<file path="config.mk">
export PLATFORM = sky130hd
export DESIGN_NAME = move_stack_arbiter
export DESIGN_NICKNAME = d
export VERILOG_FILES = /design/src/rtl/move_stack_arbiter.sv
export SDC_FILE = /design/constraint.sdc
export NUM_CORES = 1
export LEC_CHECK = 0
export CAP_MARGIN = 20
export CORE_AREA = 2 2 143 145
export CTS_CLUSTER_DIAMETER = 200
export CTS_CLUSTER_SIZE = 40
export DETAILED_ROUTE_END_ITERATION = 12
export DIE_AREA = 0 0 145 147
export PLACE_DENSITY = 0.42
export SYNTH_ARGS = -nofsm -noshare
export SYNTH_HDL_FRONTEND = slang
export SYNTH_SLANG_ARGS = --single-unit
</file>
<file path="constraint.sdc">
create_clock -name clk -period 8.34 [get_ports clk]
set_input_delay 0.834 -clock clk [delete_from_list [all_inputs] [get_ports clk]]
set_output_delay 0.834 -clock clk [all_outputs]
set_load 0.02 [all_outputs]
</file>
<file path="src/rtl/move_stack_arbiter.sv">
// Round-robin arbitrated LIFO of ant moves: one push/pop served every three cycles.
// Optional macro REVERSE_ON_POP_EN: successful pops return the move with its MSB inverted.
`timescale 1ns/1ps
module move_stack_arbiter #(
    parameter int unsigned NREQ  = 4,
    parameter int unsigned W     = 3,
    parameter int unsigned DEPTH = 32
) (
    input  logic                         clk,
    input  logic                         rst,
    input  logic [NREQ-1:0]              req_valid,
    input  logic [NREQ-1:0]              req_op,
    input  logic [NREQ*W-1:0]            req_move,
    output logic [NREQ-1:0]              req_ready,
    input  logic                         flush,
    output logic                         rsp_valid,
    output logic [$clog2(NREQ)-1:0]      rsp_id,
    output logic [W-1:0]                 rsp_move,
    output logic                         rsp_err,
    output logic [$clog2(DEPTH+1)-1:0]   count,
    output logic                         full,
    output logic                         empty
);

    localparam int unsigned IDW = $clog2(NREQ);
    localparam int unsigned SW  = IDW + 1;
    localparam int unsigned CW  = $clog2(DEPTH + 1);
    localparam int unsigned AW  = (DEPTH > 1) ? $clog2(DEPTH) : 1;

    typedef enum logic [1:0] {IDLE, EXEC, RESP} state_t;

    state_t           state_q, state_d;
    logic [IDW-1:0]   rr_ptr_q, rr_ptr_d;
    logic [IDW-1:0]   win_id_q, win_id_d;
    logic             win_op_q, win_op_d;
    logic [W-1:0]     win_move_q, win_move_d;
    logic [CW-1:0]    count_d;
    logic [NREQ-1:0]  req_ready_d;
    logic             rsp_valid_d;
    logic [IDW-1:0]   rsp_id_d;
    logic [W-1:0]     rsp_move_d;
    logic             rsp_err_d;

    logic [W-1:0]     mem [DEPTH];
    logic             mem_we;
    logic [AW-1:0]    rd_addr;
    logic [W-1:0]     pop_move;

    logic             found;
    logic [IDW-1:0]   pick;
    logic [SW-1:0]    sum;

    assign full    = (count == CW'(DEPTH));
    assign empty   = (count == '0);
    assign rd_addr = AW'(count - CW'(1));

`ifdef REVERSE_ON_POP_EN
    assign pop_move = mem[rd_addr] ^ (W'(1) << (W - 1));
`else
    assign pop_move = mem[rd_addr];
`endif

    // Round-robin search starting just after the last winner, wrapping at NREQ
    always_comb begin
        found = 1'b0;
        pick  = '0;
        sum   = '0;
        for (int unsigned k = 1; k <= NREQ; k++) begin
            sum = SW'(rr_ptr_q) + SW'(k);
            if (sum >= SW'(NREQ)) begin
                sum = sum - SW'(NREQ);
            end
            if (!found && req_valid[sum[IDW-1:0]]) begin
                found = 1'b1;
                pick  = sum[IDW-1:0];
            end
        end
    end

    // Next-state and registered-output values
    always_comb begin
        state_d     = state_q;
        rr_ptr_d    = rr_ptr_q;
        win_id_d    = win_id_q;
        win_op_d    = win_op_q;
        win_move_d  = win_move_q;
        count_d     = count;
        req_ready_d = '0;
        rsp_valid_d = 1'b0;
        rsp_id_d    = rsp_id;
        rsp_move_d  = rsp_move;
        rsp_err_d   = rsp_err;
        mem_we      = 1'b0;
        unique case (state_q)
            IDLE: begin
                if (flush) begin
                    count_d = '0;
                end else if (found) begin
                    win_id_d          = pick;
                    win_op_d          = req_op[pick];
                    win_move_d        = req_move[pick*W +: W];
                    rr_ptr_d          = pick;
                    req_ready_d[pick] = 1'b1;
                    state_d           = EXEC;
                end
            end
            EXEC: begin
                rsp_valid_d = 1'b1;
                rsp_id_d    = win_id_q;
                rsp_err_d   = 1'b0;
                state_d     = RESP;
                if (win_op_q) begin
                    if (!full) begin
                        mem_we     = 1'b1;
                        count_d    = count + CW'(1);
                        rsp_move_d = win_move_q;
                    end else begin
                        rsp_err_d  = 1'b1;
                        rsp_move_d = '0;
                    end
                end else begin
                    if (!empty) begin
                        count_d    = count - CW'(1);
                        rsp_move_d = pop_move;
                    end else begin
                        rsp_err_d  = 1'b1;
                        rsp_move_d = '0;
                    end
                end
            end
            RESP: begin
                state_d = IDLE;
            end
            default: begin
                state_d = IDLE;
            end
        endcase
    end

    always_ff @(posedge clk or posedge rst) begin
        if (rst) begin
            state_q    <= IDLE;
            rr_ptr_q   <= IDW'(NREQ - 1);
            win_id_q   <= '0;
            win_op_q   <= 1'b0;
            win_move_q <= '0;
            count      <= '0;
            req_ready  <= '0;
            rsp_valid  <= 1'b0;
            rsp_id     <= '0;
            rsp_move   <= '0;
            rsp_err    <= 1'b0;
        end else begin
            state_q    <= state_d;
            rr_ptr_q   <= rr_ptr_d;
            win_id_q   <= win_id_d;
            win_op_q   <= win_op_d;
            win_move_q <= win_move_d;
            count      <= count_d;
            req_ready  <= req_ready_d;
            rsp_valid  <= rsp_valid_d;
            rsp_id     <= rsp_id_d;
            rsp_move   <= rsp_move_d;
            rsp_err    <= rsp_err_d;
        end
    end

    // Move storage is intentionally left unreset
    always_ff @(posedge clk) begin
        if (mem_we) begin
            mem[AW'(count)] <= win_move_q;
        end
    end

endmodule

</file>
==> results.md <==
- Max cap viols: 0
- DRC: 0
- RR Endpoint: mem[26][2]$_DFFE_PP_
- Worst slack, placed: 4.805 ns
- Tmin final: 3.768 ns
- Crit path max fanout: 32
- Initial antenna violation count: 0
- Hpwl dp: 8.401 mm
- Area Overhead vs Synth: 23.95%
- Clk root buf: clkbuf_16
- First-pass GRT wire length: between 20 and 25 mm
- Post-synthesis register bit count: 123
- I/O pin count: 42
- Yosys warns: 0
- Gate Count Post-Synth: approximately 370
- Hold EP: rsp_id[1]$_DFFE_PP0P_
- Pre-Repair DR Iteration Count: 4
- Fin crit share: 45.18%
- Post-cts resize count: 0
- DP Area: 6113 um2
- FF-to-FF setup slack: 4.85 ns
- DR iter-0 viols: 236
- Worst rel slew slack: 25.51%
- Htree depth: 4
- CORE AREA: 19840 um2
- CTS hold repair buffers: 0
- Area of the multi-input gates: 1728 um2
- Startpoint types: flip-flop
- Fin cells: 696
- Worst Hold Depth: 2
- Placed cells: 663
- Fraction of layout cells with a size suffix above 1: 17.37%
- Largest net degree at the start of global routing: 34
- Final net count: 440
- Routability Congestion: 0.7421
- CP Data Arrival Time: 2.93 ns
- Top cells by area, synth: edfxtp_1 53%, dfrtp_1 12%, mux4_2 10%
- CTS sink count: 123
- Max Freq: 265.4 MHz
- Die area: 21320 um2
- Die width: roughly 150 um
- Xor/xnor cell area share of the yosys netlist: 0.6468%
- Clk_lat worst skew: 0.41 ns
- Sequential standard cell area: 3562 um2
- Endpoints failing setup: 0
- Ys flop type: edfxtp_1
- Skew final: approximately 0.0097 ns
- Post-synthesis mux area share: 13.95%
- Design Area, Final: 6714 um2
- Slew Limit Fails: 0
- Distinct cell type count after synthesis: 52
- Initial Utilization: 27.30%
- Required time worst endpoint: 7.51 ns
- PortBufs: slightly above 40
- CTS tree: yes
- Fillers: 1927
- Max clock buf depth: 2
- Vias per inst: roughly 4.6
- Crit end category: output pin
- Mapped Nets: between 300 and 400
- Area leader, netlist: edfxtp_1
- Leakage: 2.323 nW
- Post-CTS setup buffers: 0
- Post-synth EDFFs: 96
- HP Start: rsp_id[1]$_DFFE_PP0P_
- RR Startpoint: count[0]$_DFFE_PP0P_
- Worst Slack Setup Final: 4.572 ns
- PwrDens: around 370 nW/um2
- Final Hold Vio Count: 0
- Worst min-delay path category: reg2reg
- Antenna Violating Nets Remaining: 0
- Unrepaired setup endpoints after global routing: false
- Routed Wire Length: 12.89 mm
- Status: finished clean
- Vias in the first global route: 3502
- Asr flop ratio synth: 21.95%
- Worst reg2reg path depth: 7
- Compound-cell area share of the yosys netlist: approximately 5.5%
- Cell area after synthesis: around 5400 um2
- Worst slew pin tran: 1.117 ns
- Synth Area per Inst: 14.76 um2
- GRT Total Usage: about an eighth
- Synth Area in Simple Gates: approximately 11%
- VDD IR max: 122.7 uV
- Crit path kind: reg2out
- Grt ovf: 0
- WL/cell: 18.52 um
- Die height: 147 um
- Adder-cell share of the synthesized area: less than 1%
- Ant diodes: 0
- Rows: 52
- Yosys top cell area share: 53.22%
- Reg clk slew, reported paths: around 0.06 ns
- Largest family of logic cells by synthesized area: multiplexers
- Vias: 3202
- Setup TNS Final: 0 ns
- Sequential-to-total area share from yosys stat: roughly 66%
- Number of buffers created by CTS: 17
critical path, stage by stage, from the launching register on:
cell             delay, ns
dfrtp_2               0.73
inv_1                 0.24
ha_1                  0.36
nor4b_1               0.34
nand2_1               0.14
inv_1                 0.12
clkdlybuf4s50_1       0.61
stage by stage:
| stage | util [%] | hold WS, ns | power [mW] |
|---|---|---|---|
| floorplan | - | 0.4386 | 1.504 |
| global placement | 30.75 | 0.4694 | 1.807 |
| detailed placement | 30.81 | 0.4665 | 1.817 |
| CTS | 33.69 | 0.4822 | 2.534 |
| global route | 33.83 | 0.5039 | 2.632 |
| finish | 33.83 | 0.4804 | 2.495 |
cells in the mapped netlist (all sizes together), types with 2 or more instances:
cell type	instances
o211ai	2
or3	2
xnor2	2
dfrtp	25
nand3	6
o22ai	3
nor3	3
o21ai	3
mux4	24
or4	3
nor2	48
nor2b	6
nand2	39
o211a	2
ha	4
dfstp	2
inv	6
mux2	4
or3b	2
a22o	7
a21oi	3
a211o	3
clkbuf	9
and2	2
buf	12
mux2i	17
nand2b	6
a211oi	3
edfxtp	96
xor2	2
o221ai	4
nand3b	2
worst max path at each step:
stage                                     from                      end  slack [ns]  cells after the start
final                     count[0]$_DFFE_PP0P_                     full        4.57                      6
after global routing      count[0]$_DFFE_PP0P_                     full        4.30                      6
after CTS                 count[0]$_DFFE_PP0P_                     full        4.49                      6
after detailed placement  count[0]$_DFFE_PP0P_     mem[11][1]$_DFFE_PP_        4.80                      7
after global placement    count[0]$_DFFE_PP0P_  rsp_move[1]$_DFFE_PP0P_        4.84                      7
after floorplan           count[0]$_DFFE_PP0P_  rsp_move[1]$_DFFE_PP0P_        5.46                     10
power by group:
group	switching (mW)	internal [mW]
registers	0.110	0.787
logic	0.477	0.412
clock network	0.270	0.438
routing by layer:
layer	up-vias	part of all wire (%)	global-route usage, %
li1	1482	-	-
met1	1647	42	15.32
met2	56	52	21.93
met3	17	4.0	3.323
met4	0	1.8	4.752
met5	-	0	0
cell usage in the layout (no fill, tap or decap), types with 3 or more instances in the layout:
cell type,synthesis,layout
clkdlybuf4s50_1,0,41
mux2_2,4,4
nor3_1,3,3
nand3_1,6,6
o221ai_1,4,4
o22ai_1,3,3
ha_1,4,4
mux2i_1,17,17
edfxtp_1,96,96
or4_1,3,3
a22o_1,6,6
o21ai_0,3,3
nand2_1,39,39
a211o_1,3,3
inv_1,6,6
mux4_2,24,24
clkinvlp_4,0,3
buf_4,1,5
dfrtp_1,25,24
nand2b_1,6,6
clkbuf_16,0,17
nor2_1,47,47
nor2b_1,6,6
inv_6,0,3
a21oi_1,3,3
a211oi_1,3,3
clkinv_1,1,4
kinds of logic after synthesis:
group	Yosys count
compound gates	38
simple gates	125
buf+inv	28
xor+xnor	4
mux	45
fa+ha+maj	4
flops	123
area by class of cell:
cell class / count / area share [%]
Clock buffer: 17 / 6.336
Clock inverter: 15 / 2.199
Inverter: 7 / 0.3914
Multi-Input combinational cell: 216 / 25.74
Sequential cell: 123 / 53.06
Tap cell: 270 / 5.032
Timing Repair Buffer: 48 / 7.249
state kept, by name, summed over array words and instances, names as in the netlist, 3 cells and up:
name / cells
count: 6
mem: 96
req_ready: 4
rsp_move: 3
win_move_q: 3
Note: power is estimated with default switching activity, not from simulation.
